`config.mk`:
```
export PLATFORM = sky130hd
export DESIGN_NAME = button_debounce
export DESIGN_NICKNAME = d
export VERILOG_FILES = /design/src/rtl/button_debounce.sv
export SDC_FILE = /design/constraint.sdc
export NUM_CORES = 1
export LEC_CHECK = 0
export ABC_AREA = 1
export BUFFER_PORTS_ARGS = -buffer_cell sky130_fd_sc_hd__buf_2
export CAP_MARGIN = 20
export CORE_MARGIN = 8
export CORE_UTILIZATION = 60
export CTS_CLUSTER_DIAMETER = 100
export DETAILED_ROUTE_END_ITERATION = 6
export PLACE_DENSITY = 0.78
export SYNTH_ARGS = -nofsm -noshare
export SYNTH_HDL_FRONTEND = slang
export SYNTH_SLANG_ARGS = --single-unit
export TNS_END_PERCENT = 1
```
`constraint.sdc`:
```
create_clock -name clk_i -period 4.27 [get_ports clk_i]
set_clock_uncertainty 0.05 [all_clocks]
set_input_delay 0.427 -clock clk_i [delete_from_list [all_inputs] [get_ports clk_i]]
set_output_delay 0.427 -clock clk_i [all_outputs]
set_load 0.02 [all_outputs]
```
`src/rtl/button_debounce.sv`:
```
// -----------------------------------------------------------------------------
// button_debounce
//   Conditions one raw, asynchronous, bouncing push-button pin for user logic.
//   The pin passes through a 2-flop synchroniser, is debounced by a
//   stable-time counter inside a four-state FSM, and is presented as a clean
//   level plus registered one-cycle press / release pulses.
//
//   Optional feature macro: LONG_PRESS_EN
//     defined   -> a hold counter produces one long_press_o pulse after the
//                  debounced button has been held for 2^LONG_WIDTH cycles.
//     undefined -> long_press_o is driven constant 0 (port list unchanged).
//
//   Timing for a clean step on btn_in_i: the pulse is high in the cycle after
//   the (2^CNT_WIDTH + 3)-th rising edge following the change
//   (2 synchroniser edges + 1 entry edge + 2^CNT_WIDTH counting edges).
// -----------------------------------------------------------------------------
module button_debounce #(
  parameter int CNT_WIDTH  = 14,
  parameter int ACTIVE_LOW = 1,
  parameter int LONG_WIDTH = 20
) (
  input  logic clk_i,
  input  logic rst_i,
  input  logic btn_in_i,
  output logic btn_state_o,
  output logic press_o,
  output logic release_o,
  output logic long_press_o
);

  // Counter widths below 2 make the max/increment constants degenerate.
  if (CNT_WIDTH < 2 || LONG_WIDTH < 2) begin : g_param_check
    $error("button_debounce: CNT_WIDTH and LONG_WIDTH must both be >= 2");
  end

  // ---------------------------------------------------------------------------
  // Constants
  // ---------------------------------------------------------------------------
  // Pin level that means "not pressed"; also the synchroniser reset value so
  // that reset never looks like a press edge.
  localparam logic IDLE_LVL = (ACTIVE_LOW != 0) ? 1'b1 : 1'b0;

  localparam logic [CNT_WIDTH-1:0] CNT_ZERO = {CNT_WIDTH{1'b0}};
  localparam logic [CNT_WIDTH-1:0] CNT_ONE  = {{(CNT_WIDTH-1){1'b0}}, 1'b1};
  localparam logic [CNT_WIDTH-1:0] CNT_MAX  = {CNT_WIDTH{1'b1}};

  typedef enum logic [1:0] {
    ST_RELEASED     = 2'd0,
    ST_PRESS_WAIT   = 2'd1,
    ST_PRESSED      = 2'd2,
    ST_RELEASE_WAIT = 2'd3
  } state_e;

  // ---------------------------------------------------------------------------
  // Declarations
  // ---------------------------------------------------------------------------
  logic                 sync1_q;
  logic                 sync2_q;
  logic                 pressed_s;

  state_e               state_q;
  state_e               state_d;
  logic [CNT_WIDTH-1:0] cnt_q;
  logic [CNT_WIDTH-1:0] cnt_d;

  logic                 btn_state_q;
  logic                 btn_state_d;
  logic                 press_q;
  logic                 press_d;
  logic                 release_q;
  logic                 release_d;

  // ---------------------------------------------------------------------------
  // Synchroniser: the only flops allowed to go metastable. Nothing else
  // looks at btn_in_i directly.
  // ---------------------------------------------------------------------------

  // Two-stage synchroniser, reset to the idle pin level.
  always_ff @(posedge clk_i) begin
    if (rst_i) begin
      sync1_q <= IDLE_LVL;
      sync2_q <= IDLE_LVL;
    end else begin
      sync1_q <= btn_in_i;
      sync2_q <= sync1_q;
    end
  end

  // Normalise polarity: 1 means the button is physically pressed.
  assign pressed_s = sync2_q ^ IDLE_LVL;

  // ---------------------------------------------------------------------------
  // Debounce FSM
  //   A WAIT state is entered on the first sample that disagrees with the
  //   debounced level; any agreeing sample aborts back to the stable state, so
  //   a reversal always restarts the full interval. The transition taken at
  //   cnt == max preempts the increment, so the counter never wraps.
  // ---------------------------------------------------------------------------

  // Next-state, counter and registered-output logic for the debounce FSM.
  always_comb begin
    state_d     = state_q;
    cnt_d       = cnt_q;
    btn_state_d = btn_state_q;
    press_d     = 1'b0;
    release_d   = 1'b0;

    case (state_q)
      ST_RELEASED: begin
        if (pressed_s) begin
          state_d = ST_PRESS_WAIT;
          cnt_d   = CNT_ZERO;
        end else begin
          state_d = ST_RELEASED;
          cnt_d   = CNT_ZERO;
        end
      end

      ST_PRESS_WAIT: begin
        if (!pressed_s) begin
          // Bounce rejected: silently fall back, no pulse.
          state_d = ST_RELEASED;
          cnt_d   = CNT_ZERO;
        end else if (cnt_q != CNT_MAX) begin
          cnt_d = cnt_q + CNT_ONE;
        end else begin
          state_d     = ST_PRESSED;
          cnt_d       = CNT_ZERO;
          btn_state_d = 1'b1;
          press_d     = 1'b1;
        end
      end

      ST_PRESSED: begin
        if (!pressed_s) begin
          state_d = ST_RELEASE_WAIT;
          cnt_d   = CNT_ZERO;
        end else begin
          state_d = ST_PRESSED;
          cnt_d   = CNT_ZERO;
        end
      end

      ST_RELEASE_WAIT: begin
        if (pressed_s) begin
          // Release bounce: still the same press, no pulse.
          state_d = ST_PRESSED;
          cnt_d   = CNT_ZERO;
        end else if (cnt_q != CNT_MAX) begin
          cnt_d = cnt_q + CNT_ONE;
        end else begin
          state_d     = ST_RELEASED;
          cnt_d       = CNT_ZERO;
          btn_state_d = 1'b0;
          release_d   = 1'b1;
        end
      end

      default: begin
        // Unreachable with a 2-bit encoding; recover to the safe idle state.
        state_d     = ST_RELEASED;
        cnt_d       = CNT_ZERO;
        btn_state_d = 1'b0;
      end
    endcase
  end

  // FSM state, debounce counter and registered level/pulse outputs.
  always_ff @(posedge clk_i) begin
    if (rst_i) begin
      state_q     <= ST_RELEASED;
      cnt_q       <= CNT_ZERO;
      btn_state_q <= 1'b0;
      press_q     <= 1'b0;
      release_q   <= 1'b0;
    end else begin
      state_q     <= state_d;
      cnt_q       <= cnt_d;
      btn_state_q <= btn_state_d;
      press_q     <= press_d;
      release_q   <= release_d;
    end
  end

  assign btn_state_o = btn_state_q;
  assign press_o     = press_q;
  assign release_o   = release_q;

  // ---------------------------------------------------------------------------
  // Long-press detector
  //   The hold counter restarts only on a debounced press (PRESS_WAIT ->
  //   PRESSED). A release bounce (RELEASE_WAIT -> PRESSED) keeps counting, so
  //   a noisy hold still yields exactly one pulse. A sticky flag suppresses
  //   auto-repeat while the counter sits at max.
  // ---------------------------------------------------------------------------
`ifdef LONG_PRESS_EN

  localparam logic [LONG_WIDTH-1:0] LCNT_ZERO = {LONG_WIDTH{1'b0}};
  localparam logic [LONG_WIDTH-1:0] LCNT_ONE  = {{(LONG_WIDTH-1){1'b0}}, 1'b1};
  localparam logic [LONG_WIDTH-1:0] LCNT_MAX  = {LONG_WIDTH{1'b1}};

  logic                  enter_pressed_s;
  logic                  held_s;
  logic [LONG_WIDTH-1:0] lcnt_q;
  logic [LONG_WIDTH-1:0] lcnt_d;
  logic                  lfired_q;
  logic                  lfired_d;
  logic                  long_press_q;
  logic                  long_press_d;

  assign enter_pressed_s = (state_q == ST_PRESS_WAIT) && pressed_s && (cnt_q == CNT_MAX);
  assign held_s          = (state_q == ST_PRESSED) || (state_q == ST_RELEASE_WAIT);

  // Hold counter and one-shot long-press pulse generation.
  always_comb begin
    lcnt_d       = lcnt_q;
    lfired_d     = lfired_q;
    long_press_d = 1'b0;

    if (enter_pressed_s) begin
      // Cycle of the press pulse: restart timing, never pulse here.
      lcnt_d   = LCNT_ZERO;
      lfired_d = 1'b0;
    end else if (held_s) begin
      if (lcnt_q != LCNT_MAX) begin
        lcnt_d = lcnt_q + LCNT_ONE;
      end else if (!lfired_q) begin
        long_press_d = 1'b1;
        lfired_d     = 1'b1;
      end else begin
        lcnt_d = lcnt_q;
      end
    end else begin
      lcnt_d   = LCNT_ZERO;
      lfired_d = 1'b0;
    end
  end

  // Hold counter, fired flag and long-press output register.
  always_ff @(posedge clk_i) begin
    if (rst_i) begin
      lcnt_q       <= LCNT_ZERO;
      lfired_q     <= 1'b0;
      long_press_q <= 1'b0;
    end else begin
      lcnt_q       <= lcnt_d;
      lfired_q     <= lfired_d;
      long_press_q <= long_press_d;
    end
  end

  assign long_press_o = long_press_q;

`else

  assign long_press_o = 1'b0;

`endif

endmodule
```
==> results.txt <==
status: completed
routability cong.: 0.877
Vias: 752
Warnings, synthesis: 0
non-filler cells, final: 146
Pwr per Cell Area: 288 mW/mm^2
vias in the first global route: 750
Post-synth EDFFs: 0
Sink Count: 21
Routed WL: 1.67 mm
part of the power in combinational logic: 2.0%
register area share after synthesis: 43.0%
WP data arrival: 1690 ps
share of total power in sequential cells: 65.9%
fin crit share: 35.8%
hold_buf cts: 0
post-layout util: 68.4%
pin count of the biggest net entering global routing: 12
most numerous cell in the Yosys netlist: nand2_1
area delta synth->final: 6.52%
NumNets Final: 135
Starting Density: 64.2%
DP HPWL: 1.31 mm
vias per cell: 5.15
Tmin final: 1530 ps
internal power: 235 uW
Syn Nets: 126
Final Hold Viols: 0
final setup violation count: 0
clk slew on worst S/H paths: 110 ps
TritonCTS clock tree: done
core area: 0.00152 mm^2
DRT Pass-1 Iters: 4
CP Data Required Time: 4430 ps
peak supply drop: 244 uV
Synth area leaders: dfxtp_1 (43%), nand2_1 (8.8%), inv_1 (5.8%)
CTS Buf Count: 3
residual DRC count: 0
kind of critical path: reg -> reg
NetSw: 64.9 uW
ys async rst share: 0%
Die W: 56.4 um
layout cells sized above 1: 20.8%
syn avg cell area: 8.02 um^2
CTS max path bufs: 2
Clock Tree Root: clkbuf_4
final instance area: 0.00104 mm^2
H-tree levels: 1
total grt overflow: 0
Die Area: 0.00318 mm^2
post-synthesis instance total: 122
first-pass GRT wire length: 3.13 mm
ant diodes: 0
# IOs: 7
WL/cell: 11.4 um
chip height: 56.4 um
Crit. End Element: flip-flop
initial antenna violation count: 0
number of setup buffers added after CTS: 0
initial DRC count: 18
clk_lat worst skew: 310 ps
Max Slew Vio Count: 0
aggregate global-route resource usage: 12.1%
top_reg_cell synth: dfxtp_1
Setup WS pre-CTS: 2750 ps
Port Buffers: 5
Distinct cells, synth: 27
Max Cap Viol: 0
remaining antenna violation count after routing: 0
CP Launch Type: flip-flop
CP Max Fanout: 10
DP Cell Count: 142
clock share of power: 32.2%
sw frac: 21.6%
RSZ-0062 raised after global routing: no
synthesized area: 978 um^2
Highest Clock Rate: 654 MHz
most frequent cells after synthesis: nand2_1 (23), dfxtp_1 (21), inv_1 (15), nor2_1 (14), nor3_1 (7)
setup TNS: 0 ps
CTS resizes: 0
Area after DPL: 0.00102 mm^2
post-synth top area share: 43.0%
fin worst setup slack: 2740 ps
Fill cells: 133
static leakage: 0.453 nW
Seq cells post-synth: 21
Core Rows: 14
Hold Crit Class: in -> reg
Synth area leader: dfxtp_1
## area by class of cell
cell class                      count  area (um^2)  share of cell area, %
Clock buffer                        4         26.3                   2.52
Tap cell                           16         20.0                   1.92
Timing Repair Buffer                5         25.0                   2.40
Multi-Input combinational cell     83          487                   46.7
Inverter                           17         63.8                   6.12
Sequential cell                    21          420                   40.3
## worst paths after layout
check / depth (start not counted) / start / slack (ps) / to
worst max-delay path: 10 / cnt_q[0] / 2740 / cnt_q[7]
worst min-delay path: 2 / btn_in_i / 240 / sync1_q
worst max register to register: 10 / cnt_q[0] / 2740 / cnt_q[7]
worst min register to register: 1 / sync1_q / 370 / sync2_q
## placed cells by master (no fill, tap or decap), types with 3 or more instances in the layout
| master | synthesis | layout |
|---|---|---|
| nor2_4 | 3 | 3 |
| a21oi_1 | 5 | 5 |
| buf_2 | 0 | 5 |
| clkbuf_4 | 0 | 3 |
| nand2_1 | 23 | 23 |
| nand3_1 | 5 | 5 |
| inv_1 | 15 | 15 |
| nand2_4 | 3 | 3 |
| a21oi_2 | 3 | 3 |
| nor3_1 | 7 | 7 |
| dfxtp_1 | 21 | 21 |
| nor2_1 | 14 | 14 |
## layer usage
metal	global-route usage (%)	vias up	routed length, um
met3	4.27	5	54
li1	-	401	-
met4	7.22	0	45
met5	0	-	0
met2	18.4	11	741
met1	14.3	335	827
## logic make-up after synthesis
logic type / Yosys count / synth area share (%)
flops: 21 / 43.0
buf+inv: 18 / 7.29
compound gates: 10 / 6.52
other cells: 1 / 0.383
xor+xnor: 2 / 1.79
fa+ha+maj: 1 / 1.28
simple gates: 69 / 39.8
## critical path, cell delays in order, from the launching register on
cell	delay, ps
dfxtp_1	380
ha_1	180
nand2_1	100
nor2_4	150
nand2_4	90
nor2_8	120
nand2_4	90
nand2_4	120
inv_2	60
nand2_1	60
nor2_1	40
## power groups by stage
stage | logic (mW) | registers, mW | clock network, mW
after floorplan | 0.00459 | 0.202 | 0
after global placement | 0.00562 | 0.202 | 0
after detailed placement | 0.00585 | 0.202 | 0
after CTS | 0.00587 | 0.198 | 0.0999
after global routing | 0.00656 | 0.198 | 0.108
final | 0.00588 | 0.198 | 0.0967
## registers in the layout, summed over array words and instances, names as in the netlist, named ones only
register / flops
release_o: 1
press_o: 1
sync1_q: 1
state_q: 1
btn_state_o: 1
sync2_q: 1
cnt_q: 14
## stage by stage
step / hold slack (ps) / power, mW
2_1_floorplan: 339 / 0.207
3_3_place_gp: 344 / 0.208
3_5_place_dp: 346 / 0.208
4_1_cts: 233 / 0.303
5_1_grt: 229 / 0.313
6_report: 238 / 0.300
Power figures use the tool's default switching activity.
